`src/rtl/pipelined_adder_pkg.sv`:
```
// Shared constants for the pipelined adder.
package pipelined_adder_pkg;

  localparam logic MODE_ADD = 1'b0;
  localparam logic MODE_SUB = 1'b1;

endpackage

```
`src/rtl/pipelined_adder_stage.sv`:
```
// One pipeline stage: adds segment IDX and registers carry, operands and partial result.
module pipelined_adder_stage #(
  parameter int unsigned BITS = 32,
  parameter int unsigned SEG  = 8,
  parameter int unsigned IDX  = 0
) (
  input  logic            clk,
  input  logic            clr,
  input  logic            adv,
  input  logic            up_valid,
  input  logic [BITS-1:0] up_a,
  input  logic [BITS-1:0] up_b,
  input  logic            up_carry,
  input  logic [BITS-1:0] up_res,
  output logic            dn_valid,
  output logic [BITS-1:0] dn_a,
  output logic [BITS-1:0] dn_b,
  output logic            dn_carry,
  output logic [BITS-1:0] dn_res
);

  logic [SEG-1:0]  seg_sum;
  logic            seg_carry;
  logic [BITS-1:0] res_d;

  logic            valid_q;
  logic [BITS-1:0] a_q;
  logic [BITS-1:0] b_q;
  logic            carry_q;
  logic [BITS-1:0] res_q;

  ripple_carry_adder #(
    .BITS(SEG)
  ) u_rca (
    .a    (up_a[IDX*SEG +: SEG]),
    .b    (up_b[IDX*SEG +: SEG]),
    .c_in (up_carry),
    .sum  (seg_sum),
    .c_out(seg_carry)
  );

  always_comb begin
    res_d                  = up_res;
    res_d[IDX*SEG +: SEG]  = seg_sum;
  end

  // Operands travel whole; later stages read only their own segment and the MSBs.
  always_ff @(posedge clk or negedge clr) begin
    if (!clr) begin
      valid_q <= 1'b0;
      a_q     <= '0;
      b_q     <= '0;
      carry_q <= 1'b0;
      res_q   <= '0;
    end else if (adv) begin
      valid_q <= up_valid;
      a_q     <= up_a;
      b_q     <= up_b;
      carry_q <= seg_carry;
      res_q   <= res_d;
    end
  end

  assign dn_valid = valid_q;
  assign dn_a     = a_q;
  assign dn_b     = b_q;
  assign dn_carry = carry_q;
  assign dn_res   = res_q;

endmodule

```
`src/rtl/ripple_carry_adder.sv`:
```
// Combinational BITS-wide ripple-carry adder.
module ripple_carry_adder #(
  parameter int unsigned BITS = 4
) (
  input  logic [BITS-1:0] a,
  input  logic [BITS-1:0] b,
  input  logic            c_in,
  output logic [BITS-1:0] sum,
  output logic            c_out
);

  logic [BITS:0] carry;

  always_comb begin
    sum      = '0;
    carry    = '0;
    carry[0] = c_in;
    for (int unsigned i = 0; i < BITS; i++) begin
      sum[i]     = a[i] ^ b[i] ^ carry[i];
      carry[i+1] = (a[i] & b[i]) | (carry[i] & (a[i] ^ b[i]));
    end
  end

  assign c_out = carry[BITS];

endmodule

```
`src/rtl/pipelined_adder.sv`:
```
// Pipelined add/subtract with valid/ready handshake, carry out and signed overflow.
module pipelined_adder
  import pipelined_adder_pkg::*;
#(
  parameter int unsigned BITS   = 32,
  parameter int unsigned STAGES = 4
) (
  input  logic            clk,
  input  logic            clr,
  input  logic            in_valid,
  output logic            in_ready,
  input  logic [BITS-1:0] a,
  input  logic [BITS-1:0] b,
  input  logic            c_in,
  input  logic            sub,
  output logic            out_valid,
  input  logic            out_ready,
  output logic [BITS-1:0] sum,
  output logic            c_out,
  output logic            overflow
);

  localparam int unsigned SEG = BITS / STAGES;

  if (STAGES == 0 || (BITS % STAGES) != 0) begin : gen_bad_split
    $error("pipelined_adder: BITS must be a nonzero multiple of STAGES");
  end

  logic            adv;
  logic [BITS-1:0] b_prep;
  logic            c0;

  logic            valid_p [STAGES+1];
  logic [BITS-1:0] a_p     [STAGES+1];
  logic [BITS-1:0] b_p     [STAGES+1];
  logic            carry_p [STAGES+1];
  logic [BITS-1:0] res_p   [STAGES+1];
  logic            unused_tail;

  assign adv      = !out_valid || out_ready;
  assign in_ready = adv;

  assign b_prep = (sub == MODE_SUB) ? ~b : b;
  assign c0     = (sub == MODE_SUB) ? 1'b1 : c_in;

  assign valid_p[0] = in_valid;
  assign a_p[0]     = a;
  assign b_p[0]     = b_prep;
  assign carry_p[0] = c0;
  assign res_p[0]   = '0;

  for (genvar k = 0; k < STAGES; k++) begin : gen_stage
    pipelined_adder_stage #(
      .BITS(BITS),
      .SEG (SEG),
      .IDX (k)
    ) u_stage (
      .clk     (clk),
      .clr     (clr),
      .adv     (adv),
      .up_valid(valid_p[k]),
      .up_a    (a_p[k]),
      .up_b    (b_p[k]),
      .up_carry(carry_p[k]),
      .up_res  (res_p[k]),
      .dn_valid(valid_p[k+1]),
      .dn_a    (a_p[k+1]),
      .dn_b    (b_p[k+1]),
      .dn_carry(carry_p[k+1]),
      .dn_res  (res_p[k+1])
    );
  end

  assign out_valid = valid_p[STAGES];
  assign sum       = res_p[STAGES];
  assign c_out     = carry_p[STAGES];

  // Carry into the MSB is a^b'^sum at that bit; overflow is it XOR the carry out.
  assign overflow = a_p[STAGES][BITS-1] ^ b_p[STAGES][BITS-1] ^ sum[BITS-1] ^ c_out;

  assign unused_tail = ^{a_p[STAGES], b_p[STAGES]};

endmodule

```
`config.mk`:
```
export PLATFORM = sky130hd
export DESIGN_NAME = pipelined_adder
export DESIGN_NICKNAME = d
export VERILOG_FILES = /design/src/rtl/pipelined_adder_pkg.sv /design/src/rtl/pipelined_adder_stage.sv /design/src/rtl/ripple_carry_adder.sv /design/src/rtl/pipelined_adder.sv
export SDC_FILE = /design/constraint.sdc
export NUM_CORES = 1
export LEC_CHECK = 0
export CORE_AREA = 2 2 126 128
export CTS_CLUSTER_DIAMETER = 50
export CTS_CLUSTER_SIZE = 20
export DETAILED_ROUTE_END_ITERATION = 8
export DIE_AREA = 0 0 128 130
export GPL_ROUTABILITY_DRIVEN = 0
export PLACE_DENSITY = 0.8
export SLEW_MARGIN = 20
export SYNTH_ARGS = -nofsm -noshare
export SYNTH_HDL_FRONTEND = slang
export SYNTH_SLANG_ARGS = --single-unit
```
`constraint.sdc`:
```
create_clock -name clk -period 4.1 [get_ports clk]
set_input_delay 0.82 -clock clk [delete_from_list [all_inputs] [get_ports clk]]
set_output_delay 0.82 -clock clk [all_outputs]
set_load 0.1 [all_outputs]
```
# --- After elaboration in Yosys (flattened, before gate mapping) ---
# Index checks and enable logic that the tools add are counted.
totals:
  register_bits: 344
  latch_bits: 0
  ram_bits: 0
  romBits: 0
  input_bits: 70
  output_inout_bits: 36
  wordCells: 188
  mem_count: 0
op_classes:
  addsub: 0
  n_mul: 0
  div_mod_pow: 0
  magnitude_cmp: 0
  eq_ne: 0
  shifts: 0
  mux: 2
  bitwise: 164
  n_reduce_logical: 2
op_table:
  columns: ["op", "n"]
  rows:
  - ["bitwise XOR 1 bit", 67]
  - ["AND 1 bit", 64]
  - ["two-way mux 32 bit", 1]
  - ["NOT 32 bit", 1]
  - ["bitwise OR 1 bit", 32]
  - ["logical NOT 1 bit", 1]
  - ["logical OR 1 bit", 1]
  - ["two-way mux 1 bit", 1]

# --- Longest topological paths before layout ---
# Gate-level depths: netlist (run 1).
logic_depth:
  ltp_word: 19
  mapped_depth: 15
  mapped_depth_nobuf: 13

# --- By module ---
# Synthesis (run 1) repeated with hierarchy kept, for this count alone.
hier_totals:
  hier_cells: 942
  hier_area_um2: 16029.1
by_module_without_submodules:
  columns: ["module", "instances", "cells_each", "area_per_inst_um2", "seq_area_each_um2"]
  rows:
  - ["pipelined_adder_stage", 4, 207, 3711.1, 2452.4]
  - ["ripple_carry_adder", 4, 18, 197.7, 0.0]
  - ["pipelined_adder", 1, 42, 394.1, 0.0]

# --- Worst setup path after synthesis (run 1) ---
# Ideal clock, no wire load.
synth_timing:
  path_type: "input port to flip-flop"
  start: "input port sub"
  end: "register gen_stage[0].u_stage.res_q[7]"
  arrival_ns: 4.547
  slack_ns: -0.572
  cell_stages: 15
  n_path_buf: 2
  cell_sequence: "buf_2 buf_2 xnor2_1 fa_1 inv_1 fa_1 inv_1 fa_1 fa_1 fa_1 fa_1 fa_1 inv_1 fa_1 mux2_4"
synth_between:
  elab_chain_cells: 17
  elab_cells_between_ends: 32
  cone_classes: "2 x mux; 30 x bitwise"
synth_rtl:
  columns: ["element", "line", "rtl"]
  rows:
  - ["start: declaration", "pipelined_adder.sv:15", "input logic sub,"]
  - ["two-way mux 32 bit", "pipelined_adder.sv:43", "assign b_prep = (sub == MODE_SUB) ? ~b : b;"]
  - ["bitwise XOR 1 bit", "ripple_carry_adder.sv:20", "carry[i+1] = (a[i] & b[i]) | (carry[i] & (a[i] ^ b[i]));"]
  - ["AND 1 bit", "ripple_carry_adder.sv:20", null]
  - ["bitwise OR 1 bit", "ripple_carry_adder.sv:20", null]
  - ["AND 1 bit", "ripple_carry_adder.sv:20", null]
  - ["bitwise OR 1 bit", "ripple_carry_adder.sv:20", null]
  - ["AND 1 bit", "ripple_carry_adder.sv:20", null]
  - ["bitwise OR 1 bit", "ripple_carry_adder.sv:20", null]
  - ["(+2 left out)", null, null]
  - ["AND 1 bit", "ripple_carry_adder.sv:20", null]
  - ["bitwise OR 1 bit", "ripple_carry_adder.sv:20", null]
  - ["AND 1 bit", "ripple_carry_adder.sv:20", null]
  - ["bitwise OR 1 bit", "ripple_carry_adder.sv:20", null]
  - ["AND 1 bit", "ripple_carry_adder.sv:20", null]
  - ["bitwise OR 1 bit", "ripple_carry_adder.sv:20", null]
  - ["bitwise XOR 1 bit (*)", "ripple_carry_adder.sv:19", "sum[i] = a[i] ^ b[i] ^ carry[i];"]
  - ["named net gen_stage[0].u_stage.seg_sum[7]", "pipelined_adder_stage.sv:22", "logic [SEG-1:0] seg_sum;"]
  - ["end signal: assignment", "pipelined_adder_stage.sv:60", "res_q <= res_d;"]
  - ["end: declaration", "pipelined_adder_stage.sv:30", "logic [BITS-1:0] res_q;"]
# The timed path passes the listed nets; every way through them passes the cells marked *.
# A chain may end at the register's enable or synchronous reset.

# --- Final worst setup path (run 1) ---
# Same ends and word-level chain as after synthesis.

==> impl_summary.txt, run 1 <==
----------------------------------------------------
[Placed design]
  Detailed placement HPWL ... 9.346 mm
  Port Buffer Count ... approximately 110
  DP Cell Count ... 790

[Synthesis]
  Post-synth design cell area ... between 0.008 and 0.009 mm2
  Cell variety after synth ... 17
  Top-area cell type share of the netlist area ... 54.94%
  Synthesized flop and latch total ... between 150 and 200
  Synthesized Nets ... 615
  Mean cell area of the mapped netlist ... 16.51 um2
  Instance count of the mapped netlist ... ~510
  Top cells by area in the synthesized netlist ... sky130_fd_sc_hd__dfrtp_1, sky130_fd_sc_hd__mux2_4, sky130_fd_sc_hd__mux2_2
  Yosys synthesis warning count ... 0
  Sequential fraction of the synthesis area ... 54.94%
  Leading area contributor after synthesis ... sky130_fd_sc_hd__dfrtp_1

[Route]
  Iteration-0 DRC count of the detailed router ... 217
  Metal1 wirelength ... 6.532 mm
  Sum of met3 wire segment lengths after detailed routing ... 540 um
  WL final ... 13.98 mm
  Wire length on met2 ... 6.694 mm
  Antenna-violating nets left ... 0
  Vias per inst ... a little over 5
  Vias post-DR ... 4201
  DRC errors left ... 0
  Average wire per cell in the routed design ... 17.00 um
  Number of search-and-repair iterations in the first detailed-routing pass ... 4
  Top sig layer ... met4

[Floorplanning]
  Die area ... approximately 0.017 mm2
  Number of top-level design ports ... 106
  Effective utilization at floorplan ... 54.92%
  Die extent in y ... 130 um
  Row count ... 46
  Die span in x ... 128 um
  Placeable core region ... between 0.015 and 0.02 mm2

[Timing]
  Tightest slew margin relative to the limit ... a little under a third
  RSZ-0062 raised after global routing ... no
  Share of the clock period used by the worst path ... 98.15%
  Final hold vios ... 0
  Final Skew ... 0.009821 ns
  Final-layout setup total negative slack ... 0 ns
  Time the worst path needs with I/O delays and setup ... around 4.0 ns
  Slew @ Worst Pin ... 1.020 ns
  Final-report setup violation count ... 0
  Maximum achievable frequency ... 0.2485 GHz
  Total count of max-transition violations in the final report ... 0

[Clocking]
  Clock Tree Root ... sky130_fd_sc_hd__clkbuf_16
  TritonCTS buffer count ... 17
  Htree depth ... 4
  Deepest clock path buffer count ... 2
  Clk Latency, worst-skew pair ... 0.42 ns
  Clk pin slew, worst setup/hold paths ... roughly 0.070 ns
  TritonCTS clock tree ... built
  Setup repair bufs after CTS ... 0
  Clk sinks ... 186

[Cells and area]
  Area Growth Syn to Fin ... 20.71%
  Count of nets after finishing ... 719
  Share of post-route cells with drive strength above 1 ... 35.87%
  Most frequent standard cell in the layout excluding fill and tap cells ... sky130_fd_sc_hd__dfrtp_1
  Post-route insts no fill ... 822
  Antenna Cells ... 0
  Most used cells in the layout excluding fill and tap cells ... sky130_fd_sc_hd__dfrtp_1, sky130_fd_sc_hd__mux2_4, sky130_fd_sc_hd__clkdlybuf4s50_1

[Power and ir drop]
  Ratio of total power to cell area ... around 880 mW/mm2
  Worst voltage drop across the vdd grid ... 0.5743 mV
  Overall Power ... 9023 uW
  Pleak ... 0.004616 uW

[Global routing]
  Via count of the first global-routing pass ... between 4000 and 5000
  Pin count of the biggest net entering global routing ... 105
  Total grt overflow ... 0
  Global-route wire length before repair ... 23.36 mm
  Initial antenna violation count ... 0
  GRT Overall Usage ... 18.20%

[Job]
  # Max-Cap Violations ... 0

[Worst setup path]
  Worst EP arrival ... 4.33 ns
  WS Path Type ... input pin to flop
  Peak fanout along the critical path ... 4
  Required time at the worst-slack endpoint ... 4.41 ns
  Endpoint type of the worst setup path ... flop
  Type of origin of the critical path ... input pin

[Hold path]
  Path type of the worst min-delay path ... input pin to asynchronous set/reset pin

[Run status]
  Result of the run ... finished, final reports clean

----------------------------------------------------
==> synthesized netlist by cell type, drive strengths merged <==
library cell / number
xor2: 25
mux2: 168
clkbuf: 2
inv: 30
dfrtp: 186
mux2i: 2
nor2: 1
xnor2: 10
nand2b: 2
nor3b: 15
fa: 32
a21oi: 15
buf: 25
==> critical path: stages <==
cell and delay (ns):
sky130_fd_sc_hd__buf_12 0.12, sky130_fd_sc_hd__xnor2_4 0.12, sky130_fd_sc_hd__fa_2 0.39, sky130_fd_sc_hd__inv_2 0.08
sky130_fd_sc_hd__fa_2 0.21, sky130_fd_sc_hd__inv_2 0.05, sky130_fd_sc_hd__fa_2 0.39, sky130_fd_sc_hd__fa_2 0.35
sky130_fd_sc_hd__fa_2 0.35, sky130_fd_sc_hd__fa_2 0.36, sky130_fd_sc_hd__fa_2 0.39, sky130_fd_sc_hd__inv_2 0.06
sky130_fd_sc_hd__fa_1 0.38, sky130_fd_sc_hd__mux2_4 0.26
==> final timing paths <==
path	from	end	slack, ns	cells after the start
worst max register to register	gen_stage[2].u_stage.dn_a[24]$_DFFE_PN0P_	gen_stage[3].u_stage.dn_res[31]$_DFFE_PN0P_	0.29	12
worst min register to register	gen_stage[2].u_stage.dn_valid$_DFFE_PN0P_	gen_stage[3].u_stage.dn_valid$_DFFE_PN0P_	0.48	1
worst max-delay path	sub	gen_stage[0].u_stage.dn_res[7]$_DFFE_PN0P_	0.08	14
worst min-delay path	clr	gen_stage[0].u_stage.dn_a[10]$_DFFE_PN0P_	0.36	1
min in group clk	gen_stage[2].u_stage.dn_valid$_DFFE_PN0P_	gen_stage[3].u_stage.dn_valid$_DFFE_PN0P_	0.48	1
max in group asynchronous	clr	gen_stage[0].u_stage.dn_a[26]$_DFFE_PN0P_	2.78	2
==> layout make-up <==
| class | count | area (um2) |
|---|---|---|
| multi-input cells | 270 | 3490 |
| clock inverters | 15 | 142.6 |
| well taps | 192 | 240.2 |
| repair buffers | 112 | 1161 |
| clock buffers | 17 | 425.4 |
| fillers | 1066 | 5199 |
| inverters | 30 | 112.6 |
| flip-flops and latches | 186 | 4654 |
==> sequential cells by signal, summed over array words and instances, names as in the netlist <==
| signal | cells |
|---|---|
| gen_stage.u_stage.dn_res | 80 |
| gen_stage.u_stage.dn_a | 49 |
| gen_stage.u_stage.dn_b | 49 |
| gen_stage.u_stage.dn_carry | 4 |
| gen_stage.u_stage.dn_valid | 4 |
==> per-stage QoR <==
step | hold WS, ns | instance area (um2) | utilization (%) | setup WS (ns)
6_report | 0.3566 | 10230 | 66.30 | 0.07576
3_3_place_gp | 0.4550 | 9608 | 62.29 | -0.5997
3_5_place_dp | 0.4550 | 9608 | 62.29 | -0.6926
4_1_cts | 0.3625 | 10220 | 66.25 | -0.1003
2_1_floorplan | 0.4349 | 8486 | - | -0.3647
5_1_grt | 0.3798 | 10230 | 66.30 | 0.01762
==> power breakdown <==
group          internal [uW]  switching, uW  leakage, uW
combinational           1860           2390      0.00221
clock                    846            715     0.000256
sequential              2670            545      0.00215
total                   5370           3650      0.00462
==> cells by family (layout without fill, tap and decap cells) <==
logic type / count (synthesis) / after routing / synth area share, %
DFF: 186 / 186 / 54.94
and+or+nand+nor: 18 / 18 / 1.521
AOI/OAI and AO/OA: 15 / 15 / 0.8861
buffers and inverters: 57 / 174 / 4.475
xor gates and xnor gates: 35 / 35 / 3.618
muxes: 170 / 170 / 27.00
adders and majority gates: 32 / 32 / 7.562
==> what timing repair did <==
| action | in CTS | in global routing |
|---|---|---|
| pin swaps | 11 | 4 |
| hold buffers | 0 | 0 |
| endpoints found under the setup margin | 1 | 1 |
| gates resized for setup | 22 | 1 |
==> metal layers <==
layer / global-route usage (%) / vias to the layer above
li1: - / 1924
met1: 24.97 / 2175
met2: 29.16 / 85
met3: 4.264 / 17
met4: 6.012 / 0
met5: 0 / -
(Power assumes the default switching activity.)
==> run 2, diff against run 1 <==
--- a/config.mk
+++ b/config.mk
@@ -5,13 +5,14 @@
 export SDC_FILE = /design/constraint.sdc
 export NUM_CORES = 1
 export LEC_CHECK = 0
-export CORE_AREA = 2 2 126 128
+export CORE_AREA = 2 2 124 126
+export CTS_BUF_LIST = sky130_fd_sc_hd__clkbuf_4
 export CTS_CLUSTER_DIAMETER = 50
 export CTS_CLUSTER_SIZE = 20
 export DETAILED_ROUTE_END_ITERATION = 8
-export DIE_AREA = 0 0 128 130
-export GPL_ROUTABILITY_DRIVEN = 0
-export PLACE_DENSITY = 0.8
+export DIE_AREA = 0 0 126 128
+export GPL_ROUTABILITY_DRIVEN = 1
+export PLACE_DENSITY = 0.82
 export SLEW_MARGIN = 20
 export SYNTH_ARGS = -nofsm -noshare
 export SYNTH_HDL_FRONTEND = slang
==> impl_summary.txt, run 2 (synthesis gave the netlist of run 1 again) <==
----------------------------------------------------
[Placed design]
  Setup Slack @ Placement ... -0.6862 ns (was -0.6926 ns)
  Detailed placement HPWL ... 9.193 mm (was 9.346 mm)
  RePlAce Congestion ... 0.7503
  Dpl cell area ... 0.009620 mm2 (was 0.009608 mm2)
  Port Buffer Count ... 105 (unchanged)

[Route]
  Antenna-violating nets left ... 0 (unchanged)
  Iteration-0 DRC count of the detailed router ... 250 (was 217)
  WL final ... 13.88 mm (was 13.98 mm)
  Number of search-and-repair iterations in the first detailed-routing pass ... 4 (unchanged)
  Vias per inst ... 5.138 (was 5.111)
  DRC errors left ... 0 (unchanged)
  Average wire per cell in the routed design ... 16.91 um (was 17.00 um)
  Vias post-DR ... 4218 (was 4201)

[Clocking]
  Clk sinks ... 186 (unchanged)
  Clk Latency, worst-skew pair ... 0.56 ns (was 0.42 ns)
  TritonCTS clock tree ... built (unchanged)
  Setup repair bufs after CTS ... 0 (unchanged)
  Number of buffers inserted for hold repair after clock tree synthesis ... 0 (unchanged)
  TritonCTS buffer count ... 17 (unchanged)
  Clk pin slew, worst setup/hold paths ... 0.15 ns (was 0.07 ns)
  Clock Tree Root ... sky130_fd_sc_hd__clkbuf_4 (was sky130_fd_sc_hd__clkbuf_16)
  Htree depth ... 4 (unchanged)
  Deepest clock path buffer count ... 2 (unchanged)

[Timing]
  Final-report setup violation count ... 0 (unchanged)
  Slew @ Worst Pin ... 0.9990 ns (was 1.020 ns)
  Final Skew ... 0.01627 ns (was 0.009821 ns)
  Tightest slew margin relative to the limit ... 33.19% (was 31.80%)
  Total count of max-transition violations in the final report ... 0 (unchanged)
  Final hold vios ... 0 (unchanged)
  Tightest hold margin ... 0.3348 ns (was 0.3566 ns)
  Maximum achievable frequency ... 0.2461 GHz (was 0.2485 GHz)
  Time the worst path needs with I/O delays and setup ... 4.063 ns (was 4.024 ns)
  Share of the clock period used by the worst path ... 99.11% (was 98.15%)
  Fin worst setup slack ... 0.03653 ns (was 0.07576 ns)

[Worst setup path]
  CP max-delay cell ... sky130_fd_sc_hd__fa_2 (unchanged)
  Type of origin of the critical path ... input pin (unchanged)
  Critical path, cell by cell ... buf_4 -> xnor2_4 -> fa_2 -> inv_2 -> fa_2 -> inv_2 -> fa_2 -> fa_2 -> fa_2 -> fa_2 -> fa_2 -> inv_2 -> fa_1 -> mux2_4 (was buf_12 -> xnor2_4 -> fa_2 -> inv_2 -> fa_2 -> inv_2 -> fa_2 -> fa_2 -> fa_2 -> fa_2 -> fa_2 -> inv_2 -> fa_1 -> mux2_4)
  Most common cell on crit path ... sky130_fd_sc_hd__fa_2 (unchanged)
  Endpoint type of the worst setup path ... flop (unchanged)
  Peak fanout along the critical path ... 4 (unchanged)
  Worst EP arrival ... 4.52 ns (was 4.33 ns)
  WS Path Type ... input pin to flop (unchanged)
  Required time at the worst-slack endpoint ... 4.55 ns (was 4.41 ns)
  Number of cells traversed by the worst register-to-register path ... 12 (unchanged)
  Slowest stage delay, CP ... 0.41 ns (was 0.39 ns)

[Global routing]
  Via count of the first global-routing pass ... 4529 (was 4569)
  Global-route wire length before repair ... 23.17 mm (was 23.36 mm)
  Total grt overflow ... 0 (unchanged)
  Initial antenna violation count ... 1 (was 0)
  Pin count of the biggest net entering global routing ... 115 (was 105)
  GRT Overall Usage ... 18.38% (was 18.20%)

[Floorplanning]
  Die extent in y ... 128 um (was 130 um)
  Die span in x ... 126 um (was 128 um)
  Placeable core region ... 0.01486 mm2 (was 0.01542 mm2)
  Number of top-level design ports ... 106 (unchanged)
  Effective utilization at floorplan ... 56.99% (was 54.92%)
  Row count ... 45 (was 46)
  Die area ... 0.01613 mm2 (was 0.01664 mm2)

[Power and ir drop]
  Ratio of total power to cell area ... 856.9 mW/mm2 (was 882.3 mW/mm2)
  Pleak ... 0.004547 uW (was 0.004616 uW)
  Worst voltage drop across the vdd grid ... 0.4644 mV (was 0.5743 mV)

[Cells and area]
  Area Growth Syn to Fin ... 17.94% (was 20.71%)
  Final design instance area without fill ... 0.009992 mm2 (was 0.01023 mm2)
  Most frequent standard cell in the layout excluding fill and tap cells ... sky130_fd_sc_hd__dfrtp_1 (unchanged)
  Max FFs per register ... 80 (unchanged)
  Most used cells in the layout excluding fill and tap cells ... sky130_fd_sc_hd__dfrtp_1, sky130_fd_sc_hd__mux2_4, sky130_fd_sc_hd__clkdlybuf4s50_1 (unchanged)
  Count of nets after finishing ... 721 (was 719)
  Post-Route Utilization ... 67.22% (was 66.30%)
  Share of post-route cells with drive strength above 1 ... 35.60% (was 35.87%)
  Number of fill cells in the layout ... 1051 (was 1066)

[Job]
  # Max-Cap Violations ... 0 (unchanged)

[Run status]
  Result of the run ... finished, final reports clean (unchanged)

[Hold path]
  Path type of the worst min-delay path ... input pin to asynchronous set/reset pin (unchanged)

----------------------------------------------------
## run 2: cell types whose count changed in the layout (fill, tap and decap cells not counted), sizes merged
cell,change
clkinvlp,-3
clkbuf,+1
dlymetal6s2s,+3
bufinv,+3
diode,+1
clkinv,+2
inv,-2
dlygate4sd2,-2
## run 2: power breakdown
group | total (uW) | leakage [uW] | switching [uW] | internal, uW
logic | 4280 | 0.00224 | 2420 | 1860
registers | 3170 | 0.00215 | 515 | 2660
clock network | 1110 | 0.000160 | 625 | 484
total | 8560 | 0.00455 | 3560 | 5010
## run 2: routing by layer
layer / part of all wire [%] / wire, um / global-route usage (%) / vias up
met4: 2.2 / 302 / 7.111 / 0
met5: 0 / 0 / 0 / -
met2: 47 / 6557 / 28.53 / 81
li1: - / - / - / 1938
met1: 47 / 6562 / 25.94 / 2179
met3: 3.3 / 459 / 3.715 / 20
## run 2: worst max-delay path: cells and delay by family
kind | cells | cell delay, ns
XOR/XNOR | 1 | 0.13
buffers and inverters | 4 | 0.34
adder cells (fa/ha/maj) | 8 | 2.95
multiplexers | 1 | 0.26
## run 2: path summary, 6_finish.rpt
check | start | to | slack (ns)
min reg2reg | gen_stage[2].u_stage.dn_valid$_DFFE_PN0P_ | gen_stage[3].u_stage.dn_valid$_DFFE_PN0P_ | 0.48
max reg2reg | gen_stage[2].u_stage.dn_a[24]$_DFFE_PN0P_ | gen_stage[3].u_stage.dn_res[31]$_DFFE_PN0P_ | 0.25
min | clr | gen_stage[3].u_stage.dn_res[12]$_DFFE_PN0P_ | 0.33
max in group asynchronous | clr | gen_stage[2].u_stage.dn_a[29]$_DFFE_PN0P_ | 2.83
min in group clk | gen_stage[2].u_stage.dn_valid$_DFFE_PN0P_ | gen_stage[3].u_stage.dn_valid$_DFFE_PN0P_ | 0.48
max | sub | gen_stage[0].u_stage.dn_res[7]$_DFFE_PN0P_ | 0.04
## run 2: metrics by stage
| stage | total power (uW) | std cells | TNS [ns] |
|---|---|---|---|
| floorplan | 6560 | 513 | -0.3647 |
| global placement | 7354 | 788 | -0.8194 |
| detailed placement | 7509 | 788 | -1.040 |
| CTS | 8643 | 820 | 0 |
| global route | 9063 | 821 | -0.007999 |
| finish | 8563 | 821 | 0 |
## run 2: cell type report
class | count | area (um2) | area share [%]
flip-flops and latches | 186 | 4654 | 46.58
repair buffers | 114 | 1170 | 11.71
inverters | 30 | 112.6 | 1.127
well taps | 188 | 235.2 | 2.354
clock buffers | 17 | 127.6 | 1.277
multi-input cells | 270 | 3492 | 34.95
diodes | 1 | 2.502 | 0.02504
clock inverters | 15 | 197.7 | 1.978
## run 2: what timing repair did
action,CTS,global route
pin swaps,0,10
endpoints found under the setup margin,1,1
gates resized for setup,3,16
==> run 3, diff against run 2 <==
--- a/config.mk
+++ b/config.mk
@@ -12,7 +12,9 @@
 export DETAILED_ROUTE_END_ITERATION = 8
 export DIE_AREA = 0 0 126 128
 export GPL_ROUTABILITY_DRIVEN = 1
+export HOLD_SLACK_MARGIN = 0.12
 export PLACE_DENSITY = 0.82
+export SKIP_LAST_GASP = 1
 export SLEW_MARGIN = 20
 export SYNTH_ARGS = -nofsm -noshare
 export SYNTH_HDL_FRONTEND = slang
==> results of run 3 <==
The final DEF is identical to that of run 2; final timing and power are the same.
